## src/rtl/isa_control_unit.sv

```systemverilog
// Hardwired control sequencer for a single-bus datapath.
// Steps fetch (T0-T3) then per-opcode execute steps (T4-T8), stalling on mem_done.
module isa_control_unit (
    input  logic        clk,
    input  logic        clr,
    input  logic [31:0] IR,
    input  logic        con_ff,
    input  logic        mem_done,
    output logic        PCout,
    output logic        IncPC,
    output logic        PCin,
    output logic        MARin,
    output logic        MDRin,
    output logic        MDRout,
    output logic        IRin,
    output logic        Yin,
    output logic        Zin,
    output logic        Zlowout,
    output logic        Cout,
    output logic        CONin,
    output logic        Read,
    output logic        Write,
    output logic        Gra,
    output logic        Grb,
    output logic        Grc,
    output logic        Rin,
    output logic        Rout,
    output logic        BAout,
    output logic [4:0]  alu_op,
    output logic        run,
    output logic [4:0]  state
);

    typedef enum logic [4:0] {
        S_RESET = 5'd0,
        S_T0    = 5'd1,
        S_T1    = 5'd2,
        S_T2    = 5'd3,
        S_T3    = 5'd4,
        S_T4    = 5'd5,
        S_T5    = 5'd6,
        S_T6    = 5'd7,
        S_T7    = 5'd8,
        S_T8    = 5'd9,
        S_HALT  = 5'd10
    } state_t;

    localparam logic [4:0] OP_LD   = 5'd0;
    localparam logic [4:0] OP_LDI  = 5'd1;
    localparam logic [4:0] OP_ST   = 5'd2;
    localparam logic [4:0] OP_ADD  = 5'd3;
    localparam logic [4:0] OP_BR   = 5'd18;
    localparam logic [4:0] OP_HALT = 5'd26;

    state_t     state_q, state_d;
    logic [4:0] op_q, op_d;

    logic is_r, is_imm, is_addr, is_br;
    logic unused_ir_bits;

    assign unused_ir_bits = ^IR[26:0];

    // Opcode is captured in T3 so later IR changes cannot disturb the execute steps.
    assign is_r    = (op_q >= 5'd3) && (op_q <= 5'd10);
    assign is_imm  = (op_q >= 5'd11) && (op_q <= 5'd13);
    assign is_addr = (op_q == OP_LD) || (op_q == OP_LDI) || (op_q == OP_ST);
    assign is_br   = (op_q == OP_BR);

    always_ff @(posedge clk or posedge clr) begin
        if (clr) begin
            state_q <= S_RESET;
            op_q    <= 5'd0;
        end else begin
            state_q <= state_d;
            op_q    <= op_d;
        end
    end

    always_comb begin
        state_d = state_q;
        op_d    = op_q;
        case (state_q)
            S_RESET: state_d = S_T0;
            S_T0:    state_d = S_T1;
            S_T1:    state_d = S_T2;
            S_T2:    state_d = mem_done ? S_T3 : S_T2;
            S_T3: begin
                op_d = IR[31:27];
                if ((IR[31:27] <= 5'd13) || (IR[31:27] == OP_BR))
                    state_d = S_T4;
                else if (IR[31:27] == OP_HALT)
                    state_d = S_HALT;
                else
                    state_d = S_T0;
            end
            S_T4:    state_d = S_T5;
            S_T5:    state_d = S_T6;
            S_T6:    state_d = (op_q == OP_LD || op_q == OP_ST || is_br) ? S_T7 : S_T0;
            S_T7: begin
                if (op_q == OP_LD)
                    state_d = mem_done ? S_T8 : S_T7;
                else if (op_q == OP_ST)
                    state_d = S_T8;
                else
                    state_d = S_T0;
            end
            S_T8: begin
                if (op_q == OP_ST)
                    state_d = mem_done ? S_T0 : S_T8;
                else
                    state_d = S_T0;
            end
            S_HALT:  state_d = S_HALT;
            default: state_d = S_RESET;
        endcase
    end

    always_comb begin
        PCout = 1'b0; IncPC = 1'b0; PCin = 1'b0; MARin = 1'b0;
        MDRin = 1'b0; MDRout = 1'b0; IRin = 1'b0; Yin = 1'b0;
        Zin = 1'b0; Zlowout = 1'b0; Cout = 1'b0; CONin = 1'b0;
        Read = 1'b0; Write = 1'b0; Gra = 1'b0; Grb = 1'b0;
        Grc = 1'b0; Rin = 1'b0; Rout = 1'b0; BAout = 1'b0;
        alu_op = 5'd0;
        case (state_q)
            S_T0: begin PCout = 1'b1; MARin = 1'b1; IncPC = 1'b1; Zin = 1'b1; end
            S_T1: begin Zlowout = 1'b1; PCin = 1'b1; end
            S_T2: begin Read = 1'b1; MDRin = 1'b1; end
            S_T3: begin MDRout = 1'b1; IRin = 1'b1; end
            S_T4: begin
                if (is_br) begin
                    Gra = 1'b1; Rout = 1'b1; CONin = 1'b1;
                end else if (is_addr) begin
                    Grb = 1'b1; BAout = 1'b1; Yin = 1'b1;
                end else if (is_r || is_imm) begin
                    Grb = 1'b1; Rout = 1'b1; Yin = 1'b1;
                end
            end
            S_T5: begin
                if (is_br) begin
                    PCout = 1'b1; Yin = 1'b1;
                end else if (is_r) begin
                    Grc = 1'b1; Rout = 1'b1; Zin = 1'b1; alu_op = op_q;
                end else if (is_imm) begin
                    Cout = 1'b1; Zin = 1'b1; alu_op = op_q;
                end else if (is_addr) begin
                    Cout = 1'b1; Zin = 1'b1; alu_op = OP_ADD;
                end
            end
            S_T6: begin
                if (is_br) begin
                    Cout = 1'b1; Zin = 1'b1; alu_op = OP_ADD;
                end else if (op_q == OP_LD || op_q == OP_ST) begin
                    Zlowout = 1'b1; MARin = 1'b1;
                end else begin
                    Zlowout = 1'b1; Gra = 1'b1; Rin = 1'b1;
                end
            end
            S_T7: begin
                if (op_q == OP_LD) begin
                    Read = 1'b1; MDRin = 1'b1;
                end else if (op_q == OP_ST) begin
                    Gra = 1'b1; Rout = 1'b1; MDRin = 1'b1;
                end else if (is_br) begin
                    Zlowout = 1'b1; PCin = con_ff;
                end
            end
            S_T8: begin
                if (op_q == OP_LD) begin
                    MDRout = 1'b1; Gra = 1'b1; Rin = 1'b1;
                end else if (op_q == OP_ST) begin
                    Write = 1'b1;
                end
            end
            default: ;
        endcase
    end

    assign run   = (state_q != S_HALT);
    assign state = state_q;

endmodule

```

## config.mk

```make
export PLATFORM = sky130hd
export DESIGN_NAME = isa_control_unit
export DESIGN_NICKNAME = d
export VERILOG_FILES = /design/src/rtl/isa_control_unit.sv
export SDC_FILE = /design/constraint.sdc
export NUM_CORES = 1
export LEC_CHECK = 0
export CAP_MARGIN = 20
export CORE_AREA = 8 8 67 69
export CTS_CLUSTER_DIAMETER = 50
export DETAILED_ROUTE_END_ITERATION = 7
export DIE_AREA = 0 0 75 77
export PLACE_DENSITY = 0.73
export RECOVER_POWER = 50
export SYNTH_ARGS = -nofsm -noshare
export SYNTH_HDL_FRONTEND = slang
export SYNTH_SLANG_ARGS = --single-unit
```

## constraint.sdc

```tcl
create_clock -name clk -period 2 [get_ports clk]
set_input_delay 0.4 -clock clk [delete_from_list [all_inputs] [get_ports clk]]
set_output_delay 0.4 -clock clk [all_outputs]
set_load 0.02 [all_outputs]
```

==> results.toml, run 1 <==
[setup_path]
critPathKind = "flip-flop to output pin"
rr_endpoint = "state[0]"
r2r_slack_ns = -0.10
cp_data_required_time_ns = 1.60
worstPathArrival_ns = 1.85
r2r-start = "op_q[3]"
reg2regPathDepth = 10
cp_max_fo = 4
start_kind = "flip-flop"
setup.worst_path.end_class = "output pin"

[synth]
synth-edff-count = 0
synth_area_per_cell_um2 = 7.39
async_flop_share_pct = 100
ys_warn_count = 0
netlist_instances = 126
yosysSeqAreaShare_pct = 24.2
ys.flop_type = "dfrtp_1"
synth_area_um2 = 931
synth.distinct_cells = 43
synth-seq-cells = 9

[clock_tree]
cts_tree = "done"
clockBufferDepth = 2
insertion_delay_ns = 0.26
cts_root_buf = "clkbuf_4"
cts_sinks = 9
holdBufCountCts = 0
cts.clk_slew.worst_paths_ns = 0.06
cts_buffers = 3
cts_max_level = 1

[power]
power_density_nw_per_um2 = 1440
finalPower_uw = 2830
power.switching_uw = 1250
max-vdd-ir-drop_v = 0.000637
p_seq_share_pct = 14.1
p_clk_share_pct = 4.9
p_leak_uw = 0.000900
switching_share_pct = 44.1
combPwrFrac_pct = 80.9
p_int_uw = 1580

[die]
die_w_um = 75
initial_utilization_pct = 26.6
fp.coreArea_um2 = 3500
boundaryPins = 67
rows = 22
dieHeight_um = 77
dieArea_um2 = 5780

[layout]
layout_commonest_cell = "buf_4"
final_layout_size_suffix_gt1_share_pct = 58.9
fin_nets = 261
final_cell_mix = "buf_4 (63), buf_6 (22), nand2_1 (10), clkdlybuf4s50_1 (10)"
antenna_cells = 0
finalNonFillerCells = 272
areaGrowthSynthToFinish_pct = 111

[flow_run]
cap_violations = 0

[grt]
grt_pass1_wl_um = 6040
antenna_found_initial = 0
grt_max_degree = 12
gr-usage-all-layers_pct = 12.7
overflow = 0
grt_pass1_vias = 1332

[placement]
port_buffers = 37
hpwl_um = 2680
place.gp.congestion = 0.865
dp_cells = 251

[sta]
period_share_pct = 112
worst_slack_ns = -0.245
holdWs_ns = 0.532
slew_viol_final = 0
finalClockSkew_ns = 0.000848
hold_violations = 0
setup_viol = 14
rsz0062_at_grt = "yes"
clock.fmax_mhz = 445
fin_crit_ns = 2.25

[detailed_routing]
ant_nets = 0
wirelength_um = 3740
vias = 1322
route.detailed.wl_per_inst_um = 13.8
route.detailed.drc = 0
drt_iter0_drc = 74
dr.pass1.iters = 4
via_per_inst = 4.86

[run_status]
violations = "setup timing"
run_status = "finished, violations left"

[hold_path]
hold_class = "input port to async pin"
sequential cells by signal, summed over array words and instances (netlist names):
register  flops
op_q          5
state         4
through the flow:
stage               TNS [ns]  util [%]  setup WS (ns)  cell area, um2
global route           -3.38      56.3         -0.303            1970
CTS                    -2.24      53.4         -0.185            1870
detailed placement     -5.56      48.4         -0.435            1690
finish                 -1.82      56.3         -0.245            1970
floorplan           -0.00743         -       -0.00743             945
global placement       -5.16      48.4         -0.399            1690
cells in the mapped netlist, drive strengths merged, types with 4 or more instances:
library cell  number  share of area (%)
nor2              13                5.2
nand2             11                4.4
a21oi              9                4.8
dfrtp              9                 24
clkbuf             7                2.8
nor3               7                4.3
mux2               5                6.0
nand3              5                2.7
o21ai              5                2.7
buf                4                3.4
inv                4                1.6
final cells by class:
class                           count  area [um2]
Fill cell                         330        1530
Tap cell                           48        60.1
Timing Repair Buffer              104         875
Inverter                            4        15.0
Clock buffer                        4        26.3
Sequential cell                     9         230
Multi-Input combinational cell    103         762
cell families (layout without fill, tap and decap cells):
kind of cell    Yosys count  after routing  share of synthesized area [%]
flops                     9              9                           24.2
buf+inv                  15            112                           7.79
simple gates             65             65                           39.0
compound gates           30             30                           21.5
mux                       6              6                           7.12
other cells               1              2                          0.403
metal layers:
metal	part of all wire [%]	vias up	routed length, um	global-route usage (%)
li1	-	653	-	-
met1	43	619	1620	14.9
met2	49	43	1840	21.3
met3	5.5	7	204	2.60
met4	2.1	0	80	5.10
met5	0	-	0	0
critical path, cell delays in order, from the launching register on:
cell and delay [ns]:
dfrtp_2 0.44, buf_6 0.13, or4_4 0.56, nand3b_1 0.21, nand3_2 0.11, buf_6 0.14
power by group through the flow:
stage	registers (uW)	logic, uW	clock network, uW
after floorplan	371	926	0
after global placement	383	1900	0
after detailed placement	386	1930	0
after CTS	403	2100	146
after global routing	414	2460	154
final	400	2290	140
how the worst max path moves through the flow:
stage,slack (ns),to,startpoint
3_5_place_dp,-0.44,Zlowout,op_q[3]
5_1_grt,-0.30,Gra,op_q[3]
4_1_cts,-0.19,state[0],op_q[0]
6_report,-0.25,Gra,op_q[3]
3_3_place_gp,-0.40,Gra,op_q[2]
2_1_floorplan,-0.007,Rout,op_q[1]
repair_timing:
action                     in CTS  in global routing
gates cloned                    0                  0
pin swaps                       5                 16
resized for setup             119                 51
setup buffers                  13                  6
setup endpoints to repair      26                 26
Note: power is estimated with default switching activity, not from simulation.
==> inputs of run 2 (changes only) <==
- CTS_CLUSTER_DIAMETER: 50 -> 100
==> results of run 2 <==
No change in the layout: final DEF, timing and power equal those of run 1.
==> inputs of run 3 (changes only) <==
- RECOVER_POWER: 50 -> 25
==> results.toml, run 3 (synthesis results as in run 1) <==
[run_status]
run_status = "finished, violations left"
violations = "setup timing"

[layout]
layout_commonest_cell = "buf_4"
final_cell_mix = "buf_4 (64), buf_6 (22), clkdlybuf4s50_1 (11)"
utilization_pct = 56.6
areaGrowthSynthToFinish_pct = 113
antenna_cells = 0
fin_nets = 261
fill_cells = 329
top_register = "op_q"
final_layout_size_suffix_gt1_share_pct = 59.8
largest_reg_flops = 5

[setup_path]
r2r_slack_ns = -0.10
reg2regPathDepth = 10
worstPathArrival_ns = 1.84
cp_max_fo = 4
r2r-start = "op_q[3]"
rr_endpoint = "state[0]"
start_kind = "flip-flop"
setup.worst_path.end_class = "output pin"
critPathKind = "flip-flop to output pin"
cp_data_required_time_ns = 1.60

[power]
combPwrFrac_pct = 81.0
p_seq_share_pct = 14.1
p_leak_uw = 0.000906
p_clk_share_pct = 4.9
p_int_uw = 1590
power.switching_uw = 1260
finalPower_uw = 2840
max-vdd-ir-drop_v = 0.000637
switching_share_pct = 44.2
power_density_nw_per_um2 = 1440

[detailed_routing]
ant_nets = 0
dr.pass1.iters = 4
route.detailed.drc = 0
drt_iter0_drc = 70
vias = 1314
route.detailed.wl_per_inst_um = 13.7
via_per_inst = 4.83
wirelength_um = 3730

[sta]
hold_violations = 0
worst_slack_ns = -0.241
setup_viol = 13
clock.fmax_mhz = 446
slew_viol_final = 0
rsz0062_at_grt = "yes"
finalClockSkew_ns = 0.000880
fin_crit_ns = 2.24
period_share_pct = 112

[die]
dieArea_um2 = 5780
fp.coreArea_um2 = 3500
dieHeight_um = 77
initial_utilization_pct = 26.6
boundaryPins = 67
rows = 22
die_w_um = 75

[clock_tree]
cts.clk_slew.worst_paths_ns = 0.06
insertion_delay_ns = 0.26
clockBufferDepth = 2
cts_root_buf = "clkbuf_4"
cts_tree = "done"
cts_sinks = 9
cts_buffers = 3
cts_max_level = 1

[grt]
overflow = 0
grt_pass1_wl_um = 6040
grt_pass1_vias = 1332
grt_max_degree = 12
gr-usage-all-layers_pct = 12.7
antenna_found_initial = 0

[placement]
place.gp.congestion = 0.865
hpwl_um = 2680
port_buffers = 37

[flow_run]
cap_violations = 0

[hold_path]
hold_class = "input port to async pin"
==> run 3: cell types whose count changed in the layout (fill, tap and decap cells not counted) <==
cell | before | now
dlygate4sd3_1 | 2 | 1
clkdlybuf4s50_1 | 10 | 11
nor3_2 | 3 | 2
dfrtp_1 | 5 | 4
nor3_4 | 0 | 1
dfrtp_2 | 4 | 5
buf_4 | 63 | 64
clkbuf_1 | 2 | 1
==> run 3: timing repair <==
action / 4_1_cts / 5_1_grt
hold buffers: 0 / 0
cloned: 0 / 0
endpoints found under the setup margin: 26 / 26
resized for setup: 119 / 51
hold endpoints to repair: 0 / 0
pin swaps: 5 / 16
setup buffers: 13 / 6
==> run 3: routing by layer <==
layer | GRT usage [%] | vias up | part of all wire (%)
met1 | 14.9 | 608 | 42
met3 | 2.60 | 7 | 5.7
met4 | 5.10 | 0 | 2.1
met5 | 0 | - | 0
li1 | - | 653 | -
met2 | 21.3 | 46 | 50
==> run 3: final cells by class <==
class / instances / area (um2) / area share, %
multi-input cells: 103 / 768 / 38.8
clock buffers: 4 / 26.3 / 1.33
repair buffers: 104 / 878 / 44.4
well taps: 48 / 60.1 / 3.03
flip-flops and latches: 9 / 231 / 11.7
inverters: 4 / 15.0 / 0.759
==> run 3: power groups by stage <==
stage	Combinational, uW	Sequential [uW]	Clock (uW)
after floorplan	926	371	0
after global placement	1900	383	0
after detailed placement	1930	386	0
after CTS	2100	403	146
after global routing	2470	415	154
final	2300	401	140
==> run 3: worst max path at each step <==
| stage | endpoint | slack (ns) | start | cells past startpoint |
|---|---|---|---|---|
| final | Gra | -0.24 | op_q[3] | 5 |
| after global routing | Gra | -0.30 | op_q[3] | 5 |
| after CTS | state[0] | -0.19 | op_q[0] | 12 |
| after detailed placement | Zlowout | -0.44 | op_q[3] | 5 |
| after global placement | Gra | -0.40 | op_q[2] | 6 |
| after floorplan | Rout | -0.007 | op_q[1] | 5 |
==> run 3: through the flow <==
stage / hold slack [ns] / TNS, ns / instances / setup slack, ns / area, um2
global route: 0.565 / -3.19 / 272 / -0.303 / 1980
finish: 0.533 / -1.79 / 272 / -0.241 / 1980
global placement: 0.649 / -5.16 / 251 / -0.399 / 1690
detailed placement: 0.673 / -5.56 / 251 / -0.435 / 1690
floorplan: 0.228 / -0.00743 / 127 / -0.00743 / 945
CTS: 0.397 / -2.24 / 268 / -0.185 / 1870
==> run 3: worst max-delay path: stages (launching register included) <==
cell      delay (ns)
dfrtp_2         0.44
buf_6           0.13
or4_4           0.56
nand3b_1        0.21
nand3_2         0.11
buf_6           0.14
